`src/rtl/xor_checksum_stream.sv`:
```
// -----------------------------------------------------------------------------
// xor_checksum_stream
//
// Folds a frame of WIDTH-bit words into a running XOR checksum under
// valid/ready flow control. Once per frame it reports the checksum, the
// saturating beat count and an overflow flag.
//
// Build option:
//   XOR_CHK_EN  check mode. The in_last beat carries the expected checksum.
//               It is counted but not folded into the sum.
//               out_err flags a mismatch between the running sum and that word.
//   (undefined) generate mode. The last beat is folded like any other beat,
//               and out_err is tied to 0.
//
// Ports:
//   clk        rising-edge clock
//   rst        synchronous reset, active-high
//   in_valid   input beat valid
//   in_ready   block can accept a beat (high while accumulating)
//   in_data    input word
//   in_last    marks the final beat of a frame
//   out_valid  frame result valid (held until out_ready)
//   out_ready  consumer accepts the result
//   out_sum    XOR checksum of the frame
//   out_len    beats counted in the frame, saturating at MAX_LEN
//   out_ovf    frame exceeded MAX_LEN beats
//   out_err    checksum mismatch (check mode only)
// -----------------------------------------------------------------------------
module xor_checksum_stream #(
  parameter  int WIDTH   = 8,
  parameter  int MAX_LEN = 16,
  localparam int LEN_W   = $clog2(MAX_LEN + 1)
) (
  input  logic             clk,
  input  logic             rst,
  input  logic             in_valid,
  output logic             in_ready,
  input  logic [WIDTH-1:0] in_data,
  input  logic             in_last,
  output logic             out_valid,
  input  logic             out_ready,
  output logic [WIDTH-1:0] out_sum,
  output logic [LEN_W-1:0] out_len,
  output logic             out_ovf,
  output logic             out_err
);

  localparam logic [LEN_W-1:0] MAX_CNT = LEN_W'(MAX_LEN);

  typedef enum logic {
    ACCUM,  // accepting beats of the current frame
    HOLD    // presenting the frame result, input blocked
  } state_t;

  state_t           state, state_nxt;
  logic [WIDTH-1:0] acc, acc_nxt;
  logic [LEN_W-1:0] cnt, cnt_nxt;
  logic             ovf, ovf_nxt;
  logic [WIDTH-1:0] result_sum;
  logic             accept;
  logic             capture;

  assign in_ready  = (state == ACCUM);
  // The result is valid for exactly the time spent in HOLD.
  assign out_valid = (state == HOLD);
  assign accept    = in_valid && in_ready;
  assign capture   = accept && in_last;

`ifdef XOR_CHK_EN
  logic result_err;
  logic out_err_q;

  // The last beat is the reference checksum, so the reported sum excludes it.
  assign result_sum = acc;
  assign result_err = (acc != in_data);
  assign out_err    = out_err_q;
`else
  assign result_sum = acc ^ in_data;
  assign out_err    = 1'b0;
`endif

  // NOTE: every signal driven here gets a default first, so no path can leave
  // it unassigned and infer a latch.
  always_comb begin
    state_nxt = state;
    acc_nxt   = acc;
    cnt_nxt   = cnt;
    ovf_nxt   = ovf;
    case (state)
      ACCUM: begin
        if (accept) begin
          acc_nxt = acc ^ in_data;
          if (cnt < MAX_CNT) begin
            cnt_nxt = cnt + LEN_W'(1);
          end else begin
            ovf_nxt = 1'b1;
          end
          if (in_last) begin
            state_nxt = HOLD;
          end
        end
      end
      HOLD: begin
        // The frame state is cleared at the handshake, so the next frame
        // starts from zero in the following cycle.
        if (out_ready) begin
          state_nxt = ACCUM;
          acc_nxt   = '0;
          cnt_nxt   = '0;
          ovf_nxt   = 1'b0;
        end
      end
      default: state_nxt = ACCUM;
    endcase
  end

  // NOTE: sequential state uses non-blocking assignments only. Every register
  // then samples its inputs from before the edge, whatever the statement order.
  always_ff @(posedge clk) begin
    if (rst) begin
      state   <= ACCUM;
      acc     <= '0;
      cnt     <= '0;
      ovf     <= 1'b0;
      out_sum <= '0;
      out_len <= '0;
      out_ovf <= 1'b0;
    end else begin
      state <= state_nxt;
      acc   <= acc_nxt;
      cnt   <= cnt_nxt;
      ovf   <= ovf_nxt;
      // The count and overflow flag include the last beat itself.
      if (capture) begin
        out_sum <= result_sum;
        out_len <= cnt_nxt;
        out_ovf <= ovf_nxt;
      end
    end
  end

`ifdef XOR_CHK_EN
  always_ff @(posedge clk) begin
    if (rst) begin
      out_err_q <= 1'b0;
    end else if (capture) begin
      out_err_q <= result_err;
    end
  end
`endif

endmodule

```
`config.mk`:
```
export PLATFORM = sky130hd
export DESIGN_NAME = xor_checksum_stream
export DESIGN_NICKNAME = d
export VERILOG_FILES = /design/src/rtl/xor_checksum_stream.sv
export SDC_FILE = /design/constraint.sdc
export NUM_CORES = 1
export LEC_CHECK = 0
export ABC_AREA = 1
export ABC_CLOCK_PERIOD_IN_PS = 1700
export BUFFER_PORTS_ARGS = -buffer_cell sky130_fd_sc_hd__buf_2
export CORE_MARGIN = 2
export CORE_UTILIZATION = 50
export DETAILED_ROUTE_END_ITERATION = 10
export GPL_ROUTABILITY_DRIVEN = 0
export MAX_ROUTING_LAYER = met4
export PLACE_DENSITY_LB_ADDON = 0.15
export SYNTH_ARGS = -nofsm -noshare
export SYNTH_HDL_FRONTEND = slang
export SYNTH_SLANG_ARGS = --single-unit
```
`constraint.sdc`:
```
create_clock -name clk -period 1.7 [get_ports clk]
set_clock_uncertainty 0.15 [all_clocks]
set_input_delay 0 -clock clk [delete_from_list [all_inputs] [get_ports clk]]
set_output_delay 0 -clock clk [all_outputs]
set_load 0.01 [all_outputs]
```
Word-level counts from Yosys, hierarchy flattened
Index checks and enable logic that the tools add are counted.
- output and inout port bits: 17
- bits in registers: 29
- input port bits: 13
- multiplexer cells: 15
- $add $sub $neg: 1
- equality and inequality tests: 2
- bitwise logic cells: 2
- reductions and logical operators: 3
- $lt $le $gt $ge: 1
- operator list (operator ; number):
    $mux 8 ; 2
    $pmux 8 s2 ; 1
    $mux 5 ; 3
    $pmux 5 s2 ; 1
    $xor 8x8->8 ; 1
    $mux 1 ; 6
    $add 5x1->5 const B ; 1
    $lt 5x5->1 const B ; 1
    $pmux 1 s2 ; 2
    $logic_and 1x1->1 ; 2
    $ne 2x1->1 const B ; 1
    $ne 2x2->1 const B ; 1
    $reduce_and 2->1 ; 1
    $not 1->1 ; 1

Depth between registers and ports, before layout
- depth after elaboration: 4
- depth in mapped cells: 8
- gate-level depth less buffers: 8

Worst setup path after synthesis
Ideal clock, no wire load.
- path kind: register to register
- start: reg state, in the netlist out_valid
- end: reg out_len[1]
- period minus slack after synthesis: 1.310 ns
- slack: 0.390 ns
- data arrival time: 1.043 ns
- stages on the path, launching flop included: 8
- library setup time: 0.117 ns
- buffers on the path: 1
- cell sequence: dfxtp_1 -> inv_2 -> nand2_4 -> nor2_8 -> inv_4 -> buf_8 -> nor2_1 -> nor2_1
- longest elaborated chain between the ends: 4
- elaborated cells on any way between the ends: 5
- those cells by class: mux: 2; bitwise: 1; reduce/logical: 2
- RTL lines (item ; line ; text):
    start, declared ; 55 ; state_t state, state_nxt;
    start signal, assigned ; 129 ; state <= state_nxt;
    $not 1->1 * ; n/a ;
    named net in_ready ; 37 ; output logic in_ready,
    $logic_and 1x1->1 ; 66 ; assign accept = in_valid && in_ready;
    $mux 5 ; 91 ; if (accept) begin
    $pmux 5 s2 ; 89 ; case (state)
    end signal, assigned ; 136 ; out_len <= cnt_nxt;
    end, declared ; 43 ; output logic [LEN_W-1:0] out_len,
Mark *: on every way through the listed nets, which the timed path passes. The rest lies on a longest branch.
A chain may end at the register's enable or synchronous reset.

Worst setup path after layout
- start: reg state, in the netlist out_valid
- end: reg out_sum[5]
- longest elaborated chain between the ends: 3
- RTL lines (item ; line ; text):
    $not 1->1 ; n/a ;
    $logic_and 1x1->1 ; 66 ;
    $logic_and 1x1->1 ; 67 ; assign capture = accept && in_last;
    end signal, assigned ; 135 ; out_sum <= result_sum;
    end, declared ; 42 ; output logic [WIDTH-1:0] out_sum,
No other way between the ends.

==> impl_metrics.py <==
metrics = {
    "global_route": {
        "grt_max_degree": 21,
        "grt-ovfl-total": 0,
        "grt_pass1_vias": 1002,
        "grt_pass1_wl_um": 4260,
        "grtUsageTotal_pct": 21.4,
        "antenna_found_initial": 0,
    },
    "logic_synthesis": {
        "syn_area_um2": 1310,
        "synth_cell_types": 23,
        "yosysWarningCount": 0,
        "synth_nets": 179,
        "ys_seq_elements": 29,
        "synthCells": 165,
        "synth.avg_cell_area_um2": 7.92,
        "yosysSeqAreaShare_pct": 44.4,
    },
    "timing": {
        "rsz0062_at_grt": "false",
        "fin_tns_setup_ns": 0,
        "setup_violations": 0,
        "holdWs_ns": 0.0258,
        "timing.fmax_mhz": 701,
        "post-route-period-util_pct": 83.9,
        "finalHoldViolCount": 0,
        "period_needed_ns": 1.43,
        "drv_slew": 0,
    },
    "setup_path": {
        "critPathLaunch": "out_valid$_SDFF_PP0_",
        "arrival_ns": 1.50,
        "max_stage_delay_ns": 0.40,
        "crit_family": "simple AND/OR/NAND/NOR gates",
        "crit_top_cell": "nor2_1",
        "cp_max_fo": 19,
        "worstReg2RegStart": "out_valid$_SDFF_PP0_",
        "critPathLaunchType": "flip-flop",
        "worstSetupEndpointType": "flip-flop",
        "crit_slowest_cell": "dfxtp_1",
        "cp_num_buf_inv": 2,
        "path_cells": "inv_2, nand2_4, nor2_8, inv_4, nor2_1, nor2_1",
        "critical_path_class": "reg2reg",
        "crit_required_ns": 1.78,
    },
    "cts": {
        "insertion_delay_ns": 0.33,
        "cts_buffer_depth": 2,
        "path_clk_slew_ns": 0.10,
        "ctsHtreeMaxLevel": 2,
        "cts_sinks": 29,
        "cts-buffers-inserted": 5,
        "clockRootBuffer": "clkbuf_4",
        "post_cts_buffers": 0,
        "cts_tree": "yes",
    },
    "power_and_ir_drop": {
        "p_clk_share_pct": 30.7,
        "p_sw_w": 0.000392,
        "pwr-share-comb_pct": 16.0,
        "p_int_w": 0.00101,
        "p_leak_nw": 0.760,
        "seqPwrFrac_pct": 53.3,
        "swShare_pct": 27.9,
        "peakVddDrop_mv": 0.724,
        "powerDensity_nw_per_um2": 876,
    },
    "floorplanning": {
        "die_h_um": 55.1,
        "core_area_um2": 2480,
        "start_util_pct": 52.7,
        "rows": 18,
        "io_pins": 30,
        "die_area_um2": 3040,
        "die-width_um": 55.1,
    },
    "finish": {
        "syn_to_final_growth_pct": 22.8,
        "final_cell_area_um2": 1600,
        "drive_above_1_share_pct": 25.7,
        "diodes": 0,
        "fin_nets": 220,
    },
    "run": {
        "maxCapViolations": 0,
    },
    "route": {
        "drc_errors": 0,
        "ant_nets": 0,
        "dr.pass1.iters": 4,
        "drt-initial-drc-count": 24,
        "wl_per_cell_um": 11.6,
        "vias": 1147,
        "drt_wl_total_um": 2740,
        "viasPerCell": 4.86,
    },
    "min_path": {
        "min_path_type": "in2reg",
        "min_from": "in_last",
    },
    "outcome": {
        "outcome": "finished clean",
    },
    "place": {
        "placed_area_um2": 1440,
        "hpwl_um": 1820,
        "io_buffers": 28,
    },
}
==> worst register-to-register path: stages, from the launching register on <==
cell	delay (ns)
dfxtp_1	0.40
inv_2	0.10
nand2_4	0.08
nor2_8	0.26
inv_4	0.14
nor2_1	0.14
nor2_1	0.06
==> registers in the layout (all words and copies together) (netlist names) <==
register   cells
ovf            1
out_ovf        1
cnt            5
out_valid      1
out_len        5
acc            8
out_sum        8
==> cells in the mapped netlist (all sizes together) <==
library cell / n / share of area [%]
nand2: 45 / 15
dfxtp: 29 / 44
a21oi: 19 / 9.0
inv: 18 / 5.4
nor2: 18 / 7.6
nand3: 11 / 4.2
xor2: 8 / 5.4
o21ai: 5 / 1.9
buf: 4 / 3.4
o21a: 3 / 1.7
clkbuf: 2 / 0.57
conb: 1 / 0.29
ha: 1 / 0.96
o22ai: 1 / 0.48
==> per-layer routing <==
metal,track usage [%],up-vias,part of all wire (%)
li1,-,597,-
met1,22.7,518,45
met2,35.9,26,48
met3,8.06,6,5.4
met4,8.54,0,1.4
met5,-,-,0
==> power by group through the flow <==
stage	Clock (W)	Sequential [W]	Combinational, W
global placement	0	0.000762	0.000205
detailed placement	0	0.000765	0.000206
floorplan	0	0.000771	0.000143
global route	0.000465	0.000753	0.000254
CTS	0.000438	0.000749	0.000227
finish	0.000432	0.000749	0.000225
==> metrics by stage <==
stage	power (W)	cells	util, %	worst slack, ns
global placement	0.000967	218	58.1	0.296
finish	0.00141	236	64.7	0.274
detailed placement	0.000971	218	58.1	0.292
global route	0.00147	236	64.7	0.172
floorplan	0.000915	165	-	0.390
CTS	0.00141	236	64.7	0.267
==> cells by family after synthesis <==
| group | count (synthesis) | synth area share [%] |
|---|---|---|
| AOI/OAI and AO/OA | 28 | 13.1 |
| xor gates and xnor gates | 8 | 5.36 |
| buffers and inverters | 24 | 9.39 |
| adders and majority gates | 1 | 0.958 |
| other | 1 | 0.287 |
| DFF | 29 | 44.4 |
| and+or+nand+nor | 74 | 26.4 |
==> cell usage in the layout (no fill, tap or decap), drive strengths merged <==
cell type	count
conb	1
inv	18
a21oi	19
clkbuf	7
o22ai	1
nor2	18
o21a	3
xor2	8
nand3	11
o21ai	5
nand2	45
dfxtp	29
dlygate4sd3	11
buf	29
ha	1
==> worst paths after layout <==
check             cells past startpoint                      end  slack [ns]
hold reg to reg                       2  out_sum[7]$_SDFFE_PP0P_        0.32
hold / removal                        5  out_sum[0]$_SDFFE_PP0P_        0.03
setup / recovery                      6  out_sum[5]$_SDFFE_PP0P_        0.27
setup reg to reg                      6  out_sum[5]$_SDFFE_PP0P_        0.27
==> area by class of cell <==
| cell class | count | area (µm²) |
|---|---|---|
| Fill cell | 242 | 873 |
| Multi-Input combinational cell | 112 | 603 |
| Sequential cell | 29 | 581 |
| Timing Repair Buffer | 40 | 258 |
| Inverter | 18 | 70.1 |
| Clock buffer | 7 | 55.1 |
| Tap cell | 30 | 37.5 |
==> timing repair <==
item                      CTS  global route
resized for setup           0             0
hold buffers               11             0
hold endpoints to repair   26             0
Note: power is estimated with default switching activity, not from simulation.
